<file path="src/rtl/morse_player_if.sv">
// Start/busy/done handshake between the digit sequencer and the Morse player.
// The sequencer drives start and morse_in. The player reports busy and a one-cycle done pulse.
interface morse_player_if;
    logic       start;
    logic [4:0] morse_in;
    logic       busy;
    logic       done;

    modport master (output start, output morse_in, input busy, input done);
    modport slave  (input start, input morse_in, output busy, output done);
endinterface

</file>
<file path="src/rtl/morse_player.sv">
// Plays one 5-element Morse pattern (bit=1 dot, bit 0 first) on tone/ponto/traco; `MORSE_LOOP_EN adds loop replay.
// Latency: the first MARK cycle follows the edge that accepts start; done pulses on the first cycle after the gap.
// Backpressure: start is honoured only in IDLE (including the done cycle); it is dropped while busy, with no queueing.
module morse_player #(
    parameter int UNIT_CYCLES    = 12500000,
    parameter int DASH_UNITS     = 3,
    parameter int CHAR_GAP_UNITS = 3
) (
    input  logic          clk,
    input  logic          reset,
    morse_player_if.slave seq,
`ifdef MORSE_LOOP_EN
    input  logic          loop_en,
`endif
    output logic          tone,
    output logic          ponto,
    output logic          traco,
    output logic [2:0]    sym_idx
);

    localparam int MAX_UNITS = (DASH_UNITS > CHAR_GAP_UNITS) ? DASH_UNITS : CHAR_GAP_UNITS;
    localparam int TW_RAW    = $clog2(MAX_UNITS * UNIT_CYCLES);
    localparam int TW        = (TW_RAW < 1) ? 1 : TW_RAW;

    localparam logic [TW-1:0] DOT_LOAD  = TW'(UNIT_CYCLES - 1);
    localparam logic [TW-1:0] DASH_LOAD = TW'(DASH_UNITS * UNIT_CYCLES - 1);
    localparam logic [TW-1:0] GAP_LOAD  = TW'(CHAR_GAP_UNITS * UNIT_CYCLES - 1);

    typedef enum logic [1:0] {S_IDLE, S_MARK, S_SPACE, S_GAP} state_t;

    state_t        state;
    logic [4:0]    pat;
    logic [TW-1:0] timer;
`ifdef MORSE_LOOP_EN
    logic [4:0]    pat_orig;
`endif

    always_ff @(posedge clk) begin
        if (!reset) begin
            state     <= S_IDLE;
            pat       <= '0;
            timer     <= '0;
            tone      <= 1'b0;
            ponto     <= 1'b0;
            traco     <= 1'b0;
            sym_idx   <= 3'd0;
            seq.busy  <= 1'b0;
            seq.done  <= 1'b0;
`ifdef MORSE_LOOP_EN
            pat_orig  <= '0;
`endif
        end else begin
            seq.done <= 1'b0;
            case (state)
                S_IDLE: begin
                    if (seq.start) begin
                        pat      <= seq.morse_in;
`ifdef MORSE_LOOP_EN
                        pat_orig <= seq.morse_in;
`endif
                        sym_idx  <= 3'd0;
                        timer    <= seq.morse_in[0] ? DOT_LOAD : DASH_LOAD;
                        state    <= S_MARK;
                        tone     <= 1'b1;
                        ponto    <= seq.morse_in[0];
                        traco    <= ~seq.morse_in[0];
                        seq.busy <= 1'b1;
                    end
                end
                S_MARK: begin
                    if (timer == '0) begin
                        tone  <= 1'b0;
                        ponto <= 1'b0;
                        traco <= 1'b0;
                        // The last element is followed by the character gap instead of a space.
                        if (sym_idx == 3'd4) begin
                            state <= S_GAP;
                            timer <= GAP_LOAD;
                        end else begin
                            state <= S_SPACE;
                            timer <= DOT_LOAD;
                        end
                    end else begin
                        timer <= timer - TW'(1);
                        ponto <= pat[0];
                        traco <= ~pat[0];
                    end
                end
                S_SPACE: begin
                    if (timer == '0) begin
                        sym_idx <= sym_idx + 3'd1;
                        pat     <= {1'b0, pat[4:1]};
                        timer   <= pat[1] ? DOT_LOAD : DASH_LOAD;
                        state   <= S_MARK;
                        tone    <= 1'b1;
                        ponto   <= pat[1];
                        traco   <= ~pat[1];
                    end else begin
                        timer <= timer - TW'(1);
                    end
                end
                S_GAP: begin
                    if (timer == '0) begin
                        seq.done <= 1'b1;
`ifdef MORSE_LOOP_EN
                        // Replay straight into MARK so busy never drops between looped characters.
                        if (loop_en) begin
                            pat     <= pat_orig;
                            sym_idx <= 3'd0;
                            timer   <= pat_orig[0] ? DOT_LOAD : DASH_LOAD;
                            state   <= S_MARK;
                            tone    <= 1'b1;
                            ponto   <= pat_orig[0];
                            traco   <= ~pat_orig[0];
                        end else
`endif
                        begin
                            state    <= S_IDLE;
                            sym_idx  <= 3'd0;
                            seq.busy <= 1'b0;
                        end
                    end else begin
                        timer <= timer - TW'(1);
                    end
                end
                default: state <= S_IDLE;
            endcase
        end
    end

endmodule
</file>
<file path="src/flat_wrapper.sv">
// flat-port wrapper written by rule: the top's interface ports become plain ports
module morse_player_flat 
#(
    parameter int UNIT_CYCLES    = 12500000,
    parameter int DASH_UNITS     = 3,
    parameter int CHAR_GAP_UNITS = 3
)
  (clk, reset, tone, ponto, traco, sym_idx, seq_start, seq_morse_in, seq_busy, seq_done);
  morse_player_if seq_i ();
  input  logic clk;
  input  logic reset;
  output logic tone;
  output logic ponto;
  output logic traco;
  output logic [2:0] sym_idx;
  input wire logic [$bits(seq_i.start)-1:0] seq_start;
  input wire logic [$bits(seq_i.morse_in)-1:0] seq_morse_in;
  output wire logic [$bits(seq_i.busy)-1:0] seq_busy;
  output wire logic [$bits(seq_i.done)-1:0] seq_done;
  assign seq_i.start = seq_start;
  assign seq_i.morse_in = seq_morse_in;
  assign seq_busy = seq_i.busy;
  assign seq_done = seq_i.done;
  morse_player #(.UNIT_CYCLES(UNIT_CYCLES), .DASH_UNITS(DASH_UNITS), .CHAR_GAP_UNITS(CHAR_GAP_UNITS)) u_core (.clk(clk), .reset(reset), .seq(seq_i), .tone(tone), .ponto(ponto), .traco(traco), .sym_idx(sym_idx));
endmodule
</file>
<file path="config.mk">
export PLATFORM = sky130hd
export DESIGN_NAME = morse_player_flat
export DESIGN_NICKNAME = d
export VERILOG_FILES = /design/src/rtl/morse_player_if.sv /design/src/rtl/morse_player.sv /design/src/flat_wrapper.sv
export SDC_FILE = /design/constraint.sdc
export NUM_CORES = 1
export LEC_CHECK = 0
export CAP_MARGIN = 40
export CORE_MARGIN = 4
export CORE_UTILIZATION = 57
export CTS_CLUSTER_DIAMETER = 60
export DETAILED_ROUTE_END_ITERATION = 12
export PLACE_DENSITY_LB_ADDON = 0.15
export REMOVE_ABC_BUFFERS = 1
export SYNTH_ARGS = -nofsm -noshare
export SYNTH_HDL_FRONTEND = slang
export SYNTH_SLANG_ARGS = --single-unit
export TNS_END_PERCENT = 50
</file>
<file path="constraint.sdc">
create_clock -name clk -period 3.2 [get_ports clk]
set_clock_uncertainty 0.1 [all_clocks]
set_input_delay 0.64 -clock clk [delete_from_list [all_inputs] [get_ports clk]]
set_output_delay 0.64 -clock clk [all_outputs]
set_load 0.05 [all_outputs]
</file>
==> impl_metrics.tcl, run 1 <==
set metrics [dict create \
    drc 0 \
    dp_hpwl_um 4780 \
    cts_buffers 5 \
    yosys_warnings 0 \
    cts_sinks 41 \
    dr.pass1.iters 5 \
    finalCritPeriodShare 0.843 \
    setup_viol 0 \
    timing.rr.end "u_core.timer[23]$_SDFFE_PN0P_" \
    antennaDiodeCount 0 \
    slew_viol_final 0 \
    leakagePower_nw 1.04 \
    vias 2631 \
    dp.cells 382 \
    status "complete, no violations" \
    holdPathEnd "u_core.tone$_SDFFE_PN0P_" \
    relSlewSlack 0.467 \
    hold_start "u_core.tone$_SDFFE_PN0P_" \
    post-cts-setup-buffer-count 0 \
    crit_chain "or4_1 -> or4_4 -> or3_1 -> a32o_1 -> a221oi_2" \
    hold_depth 2 \
    start_util 0.610 \
    syn_inst 320 \
    grt.overflow.total 0 \
    ant_nets 0 \
    final_cells 389 \
    worst_pin_slew_ps 796 \
    grt_pass1_vias 2348 \
    wl_per_cell_um 17.3 \
    die_w_um 74.4 \
    routed_wl_um 6740 \
    synth_edf_count 0 \
    cts_tree "yes" \
    crit_required_ps 3310 \
    power_density_nw_per_um2 1020 \
    drv_cap 0 \
    yosys_most_used_dff "dfxtp_1" \
    dieArea_sq_um 5530 \
    holdBufCountCts 0 \
    async_flop_share 0 \
    holdCritPathClass "reg2reg" \
    end_kind "register" \
    insertion_delay_ps 300 \
    grt_setup_unrepaired "false" \
    crit_arrival_ps 2810 \
    post_cts_resized 0 \
    ys_ff_latch 41 \
    setup.worst_path.start_class "register" \
    placementRows 23 \
    cp_slowest_cell "or4_1" \
    drive_gt1_frac 0.0885 \
    root_buffer "clkbuf_8" \
    io_pins 16 \
    drtIter0Drc 336 \
    finalSetupTns_ps 0 \
    grt_pass1_wl_um 11300 \
    grtUsageTotal 0.264 \
    period_minus_slack_ps 2700 \
    fin_util 0.691 \
    finalHoldViolCount 0 \
    max_freq_ghz 0.371 \
    critical_path_class "reg2reg" \
    area_delta_synth_final_pct 13.3 \
    synth_cell_types 52 \
    h-tree-depth 2 \
    pre_cts_slack_ps 557 \
    worst-r2r-cell-count 5 \
    grt_start_max_net_pins 21 \
    die_y_um 74.4 \
    seq_area_frac_synth 0.327 \
    peakVddDrop_uv 554 \
    io_buffers 15 \
    whs_ps 379 \
    crit_path_max_fanout 10 \
    antenna_found_initial 0 \
    via_per_inst 6.76 \
    reg2reg_slack_ps 500 \
    cpPeakStageDelay_ps 650 \
    core_sq_um 4120 \
    gp_congestion 0.956 \
    syn_area_sq_um 2510 \
    final_nets 355 \
    r2r-start "u_core.timer[13]$_SDFFE_PN0P_" \
    cts.path.max_buffers 2 \
    path_clk_slew_ps 70 \
    setup_ws_ps 501 \
    postSynthAreaPerCell_sq_um 7.84 \
]
critical path, delay by kind of cell, from the launching register on:
family	cells	cell delay, ps
AND/OR/NAND/NOR	3	1630
AO/OA/AOI/OAI	2	520
flip-flops	1	370
synthesized netlist by cell type, drive strengths merged (2+ instances only):
| master | n | area, sq um |
|---|---|---|
| inv | 16 | 60.1 |
| mux2i | 3 | 30.0 |
| nor4 | 10 | 62.6 |
| nor2b | 4 | 25.0 |
| o21ai | 29 | 145 |
| o2111ai | 2 | 17.5 |
| o31a | 2 | 17.5 |
| nor4b | 2 | 17.5 |
| nor3 | 16 | 80.1 |
| and3 | 2 | 12.5 |
| xnor2 | 6 | 52.6 |
| a31oi | 7 | 43.8 |
| o22ai | 2 | 12.5 |
| o211ai | 4 | 30.0 |
| a2111oi | 4 | 35.0 |
| o31ai | 10 | 80.1 |
| o221a | 2 | 22.5 |
| o311a | 2 | 20.0 |
| a211oi | 4 | 30.0 |
| or3 | 10 | 62.6 |
| clkinv | 2 | 7.51 |
| o21a | 2 | 15.0 |
| a21o | 4 | 30.0 |
| or2 | 3 | 18.8 |
| a22oi | 3 | 22.5 |
| buf | 5 | 28.8 |
| ha | 8 | 100 |
| nor2 | 23 | 86.3 |
| o41ai | 2 | 17.5 |
| clkbuf | 13 | 48.8 |
| a21oi | 26 | 130 |
| nand3 | 8 | 40.0 |
| nand2 | 14 | 52.6 |
| nand2b | 3 | 18.8 |
| xor2 | 2 | 17.5 |
| nand4 | 7 | 43.8 |
| dfxtp | 41 | 821 |
| or4 | 7 | 56.3 |
placed cells by master, fill, tap and decap left out, types with 8 or more instances in the layout:
cell type / instances
nor2_1: 23
or3_1: 10
nor3_1: 16
ha_1: 8
o31ai_1: 9
nand2_1: 14
o21ai_0: 29
clkdlybuf4s50_1: 15
dfxtp_1: 41
inv_1: 16
nand3_1: 8
nor4_1: 10
buf_4: 15
a21oi_1: 26
flip-flops by register name, indices dropped and copies added (netlist names):
name and count:
u_core.pat 5, u_core.ponto 1, u_core.seq.busy 1, u_core.seq.done 1, u_core.state 2, u_core.sym_idx 3, u_core.timer 26, u_core.tone 1
u_core.traco 1
stage by stage:
step	total power [mW]	area (sq um)
6_report	2.91	2840
5_1_grt	3.14	2840
4_1_cts	2.87	2840
3_5_place_dp	2.52	2760
3_3_place_gp	2.49	2760
2_1_floorplan	2.00	2430
per-layer routing:
| layer | vias up | routed length, um | GRT usage |
|---|---|---|---|
| met5 | - | 0 | 0 |
| met4 | 0 | 87 | 0.0850 |
| met3 | 14 | 725 | 0.0716 |
| met2 | 157 | 3040 | 0.398 |
| met1 | 1208 | 2890 | 0.369 |
| li1 | 1252 | - | - |
final cells by class:
class / count / area (sq um)
Timing Repair Buffer: 30 / 263
Multi-Input combinational cell: 243 / 1540
Sequential cell: 41 / 821
Fill cell: 347 / 1270
Inverter: 18 / 67.6
Clock buffer: 7 / 86.3
Tap cell: 50 / 62.6
where the power goes:
part	total (mW)	switching [mW]	internal, mW
clock network	0.348	0.177	0.171
logic	1.70	1.05	0.657
registers	0.861	0.192	0.670
total	2.91	1.41	1.50
cells by family (layout without fill, tap and decap cells):
| group | count (synthesis) | count (layout) | share of synthesized area |
|---|---|---|---|
| and+or+nand+nor | 111 | 111 | 0.237 |
| xor gates and xnor gates | 8 | 8 | 0.0279 |
| AOI/OAI and AO/OA | 113 | 113 | 0.299 |
| DFF | 41 | 41 | 0.327 |
| adders and majority gates | 8 | 8 | 0.0399 |
| buffers and inverters | 36 | 55 | 0.0578 |
| muxes | 3 | 3 | 0.0120 |
how the worst max path moves through the flow:
stage                                          to  cells after the start  slack, ps                           from
floorplan           u_core.timer[19]$_SDFFE_PN0P_                      7        380   u_core.timer[0]$_SDFFE_PN0P_
global placement    u_core.timer[14]$_SDFFE_PN0P_                      6        590                      seq_start
detailed placement  u_core.timer[23]$_SDFFE_PN0P_                      5        560  u_core.timer[13]$_SDFFE_PN0P_
CTS                 u_core.timer[23]$_SDFFE_PN0P_                      5        540  u_core.timer[13]$_SDFFE_PN0P_
global route        u_core.timer[21]$_SDFFE_PN0P_                      9        350   u_core.timer[0]$_SDFFE_PN0P_
finish              u_core.timer[23]$_SDFFE_PN0P_                      5        500  u_core.timer[13]$_SDFFE_PN0P_
No activity file was read; power rests on OpenSTA's default activity.
==> run 2: changes to the inputs <==
==> constraint.sdc (replaced) <==
create_clock -name clk -period 2.6 [get_ports clk]
set_clock_uncertainty 0.1 [all_clocks]
set_input_delay 0.52 -clock clk [delete_from_list [all_inputs] [get_ports clk]]
set_output_delay 0.52 -clock clk [all_outputs]
set_load 0.05 [all_outputs]
==> impl_metrics.tcl, run 2 (same netlist as run 1, synthesis figures left out) <==
set metrics [dict create \
    status "complete, no violations" \
    finalHoldViolCount 0 \
    h-tree-depth 2 \
    peakVddDrop_uv 748 \
    grt_setup_unrepaired "false" \
    slew_viol_final 0 \
    wl_per_cell_um 18.5 \
    worst-r2r-cell-count 5 \
    layout_common_cells "dfxtp_1 (41), buf_4 (33), o21ai_0 (29), a21oi_1 (26), nor2_1 (23)" \
    antenna_found_initial 0 \
    pre_cts_slack_ps 52.3 \
    cts_buffers 5 \
    drtIter0Drc 313 \
    crit_chain "or4_4 -> or4_4 -> or3_1 -> a32o_1 -> a221oi_2" \
    core_sq_um 4120 \
    regMostFlops "u_core.timer" \
    dp_hpwl_um 5340 \
    grtUsageTotal 0.294 \
    crit_arrival_ps 2610 \
    setup_ws_ps 99.2 \
    ant_nets 0 \
    hold_depth 2 \
    worst_pin_slew_ps 652 \
    grt_pass1_vias 2657 \
    max_freq_ghz 0.400 \
    fin_area_sq_um 3040 \
    critPathBufInv 0 \
    final_nets 374 \
    area_delta_synth_final_pct 21.0 \
    setup.worst_path.start_class "register" \
    holdPathEnd "u_core.pat[2]$_SDFFE_PN0P_" \
    gp_congestion 0.955 \
    critical_path_class "reg2reg" \
    die_y_um 74.4 \
    relSlewSlack 0.563 \
    die_w_um 74.4 \
    timing.rr.end "u_core.timer[23]$_SDFFE_PN0P_" \
    end_kind "register" \
    holdBufCountCts 0 \
    routed_wl_um 7550 \
    drv_cap 0 \
    io_pins 16 \
    reg.largest.list "u_core.timer: 26 flops, u_core.pat: 5 flops, u_core.sym_idx: 3 flops" \
    cpPeakStageDelay_ps 530 \
    dieArea_sq_um 5530 \
    cpMostUsedCell "or4_4" \
    largest_reg_flops 26 \
    drive_gt1_frac 0.145 \
    start_util 0.610 \
    root_buffer "clkbuf_8" \
    path_clk_slew_ps 80 \
    r2r-start "u_core.timer[14]$_SDFFE_PN0P_" \
    cts_sinks 41 \
    cts_tree "yes" \
    drc 0 \
    vias 2833 \
    placementRows 23 \
    reg2reg_slack_ps 100 \
    period_minus_slack_ps 2500 \
    cp_slowest_cell "or4_4" \
    via_per_inst 6.93 \
    finalCritPeriodShare 0.962 \
    post_dp_cell_area_sq_um 2910 \
    leakagePower_nw 1.16 \
    seq_area_sq_um 821 \
    crit_path_max_fanout 10 \
    grt_start_max_net_pins 21 \
    grt.overflow.total 0 \
    multiInputGateArea_sq_um 1550 \
    antennaDiodeCount 0 \
    cts.path.max_buffers 2 \
    dr.pass1.iters 5 \
    insertion_delay_ps 300 \
    fillers 342 \
    power_density_nw_per_um2 1310 \
    hold_start "u_core.pat[2]$_SDFFE_PN0P_" \
    final_common_cell "dfxtp_1" \
    crit_required_ps 2710 \
    holdCritPathClass "reg2reg" \
    cp_top_family "simple AND/OR/NAND/NOR gates" \
    grt_pass1_wl_um 12500 \
    setup_viol 0 \
    io_buffers 15 \
]
-- run 2: final cells by class --
type / count / share of cell area
Timing Repair Buffer: 49 / 0.138
Sequential cell: 41 / 0.270
Inverter: 18 / 0.0222
Clock buffer: 7 / 0.0284
Clock inverter: 1 / 0.00988
Tap cell: 50 / 0.0206
Multi-Input combinational cell: 243 / 0.511
-- run 2: worst max-delay path by stage --
| stage | from | endpoint | slack (ps) | cells past startpoint |
|---|---|---|---|---|
| floorplan | u_core.timer[0]$_SDFFE_PN0P_ | u_core.timer[19]$_SDFFE_PN0P_ | -220 | 7 |
| global placement | u_core.timer[14]$_SDFFE_PN0P_ | u_core.timer[23]$_SDFFE_PN0P_ | 140 | 5 |
| detailed placement | u_core.timer[14]$_SDFFE_PN0P_ | u_core.timer[23]$_SDFFE_PN0P_ | 50 | 5 |
| CTS | u_core.timer[1]$_SDFFE_PN0P_ | u_core.timer[10]$_SDFFE_PN0P_ | 4 | 9 |
| global route | u_core.timer[14]$_SDFFE_PN0P_ | u_core.timer[23]$_SDFFE_PN0P_ | 5 | 5 |
| finish | u_core.timer[14]$_SDFFE_PN0P_ | u_core.timer[23]$_SDFFE_PN0P_ | 100 | 5 |
-- run 2: worst reg2reg max path, stage by stage (launching register included) --
cell      delay [ps]
dfxtp_1          360
or4_4            530
or4_4            490
or3_1            380
a32o_1           290
a221oi_2         270
-- run 2: power breakdown --
part / internal (mW) / total [mW] / switching [mW]
registers: 0.824 / 1.01 / 0.186
clock network: 0.313 / 0.546 / 0.232
logic: 0.992 / 2.43 / 1.44
-- run 2: stage by stage --
stage / hold slack (ps) / cells / setup TNS (ps) / power (mW) / util
floorplan: 344 / 302 / -971 / 2.46 / -
global placement: 360 / 401 / 0 / 3.28 / 0.708
detailed placement: 369 / 401 / 0 / 3.35 / 0.708
CTS: 380 / 409 / 0 / 3.90 / 0.736
global route: 410 / 409 / 0 / 4.26 / 0.738
finish: 378 / 409 / 0 / 3.99 / 0.738
-- run 2: what timing repair did --
item | 4_1_cts | 5_1_grt
buffers inserted | 0 | 0
gates resized for setup | 0 | 2
setup endpoints to repair | 0 | 10
-- run 2: routing by layer --
| layer | GRT usage | wire length [um] | vias to the layer above |
|---|---|---|---|
| met5 | 0 | 0 | - |
| met1 | 0.379 | 3100 | 1346 |
| met4 | 0.0949 | 177 | 0 |
| met2 | 0.486 | 3530 | 170 |
| met3 | 0.0689 | 737 | 30 |
| li1 | - | - | 1287 |
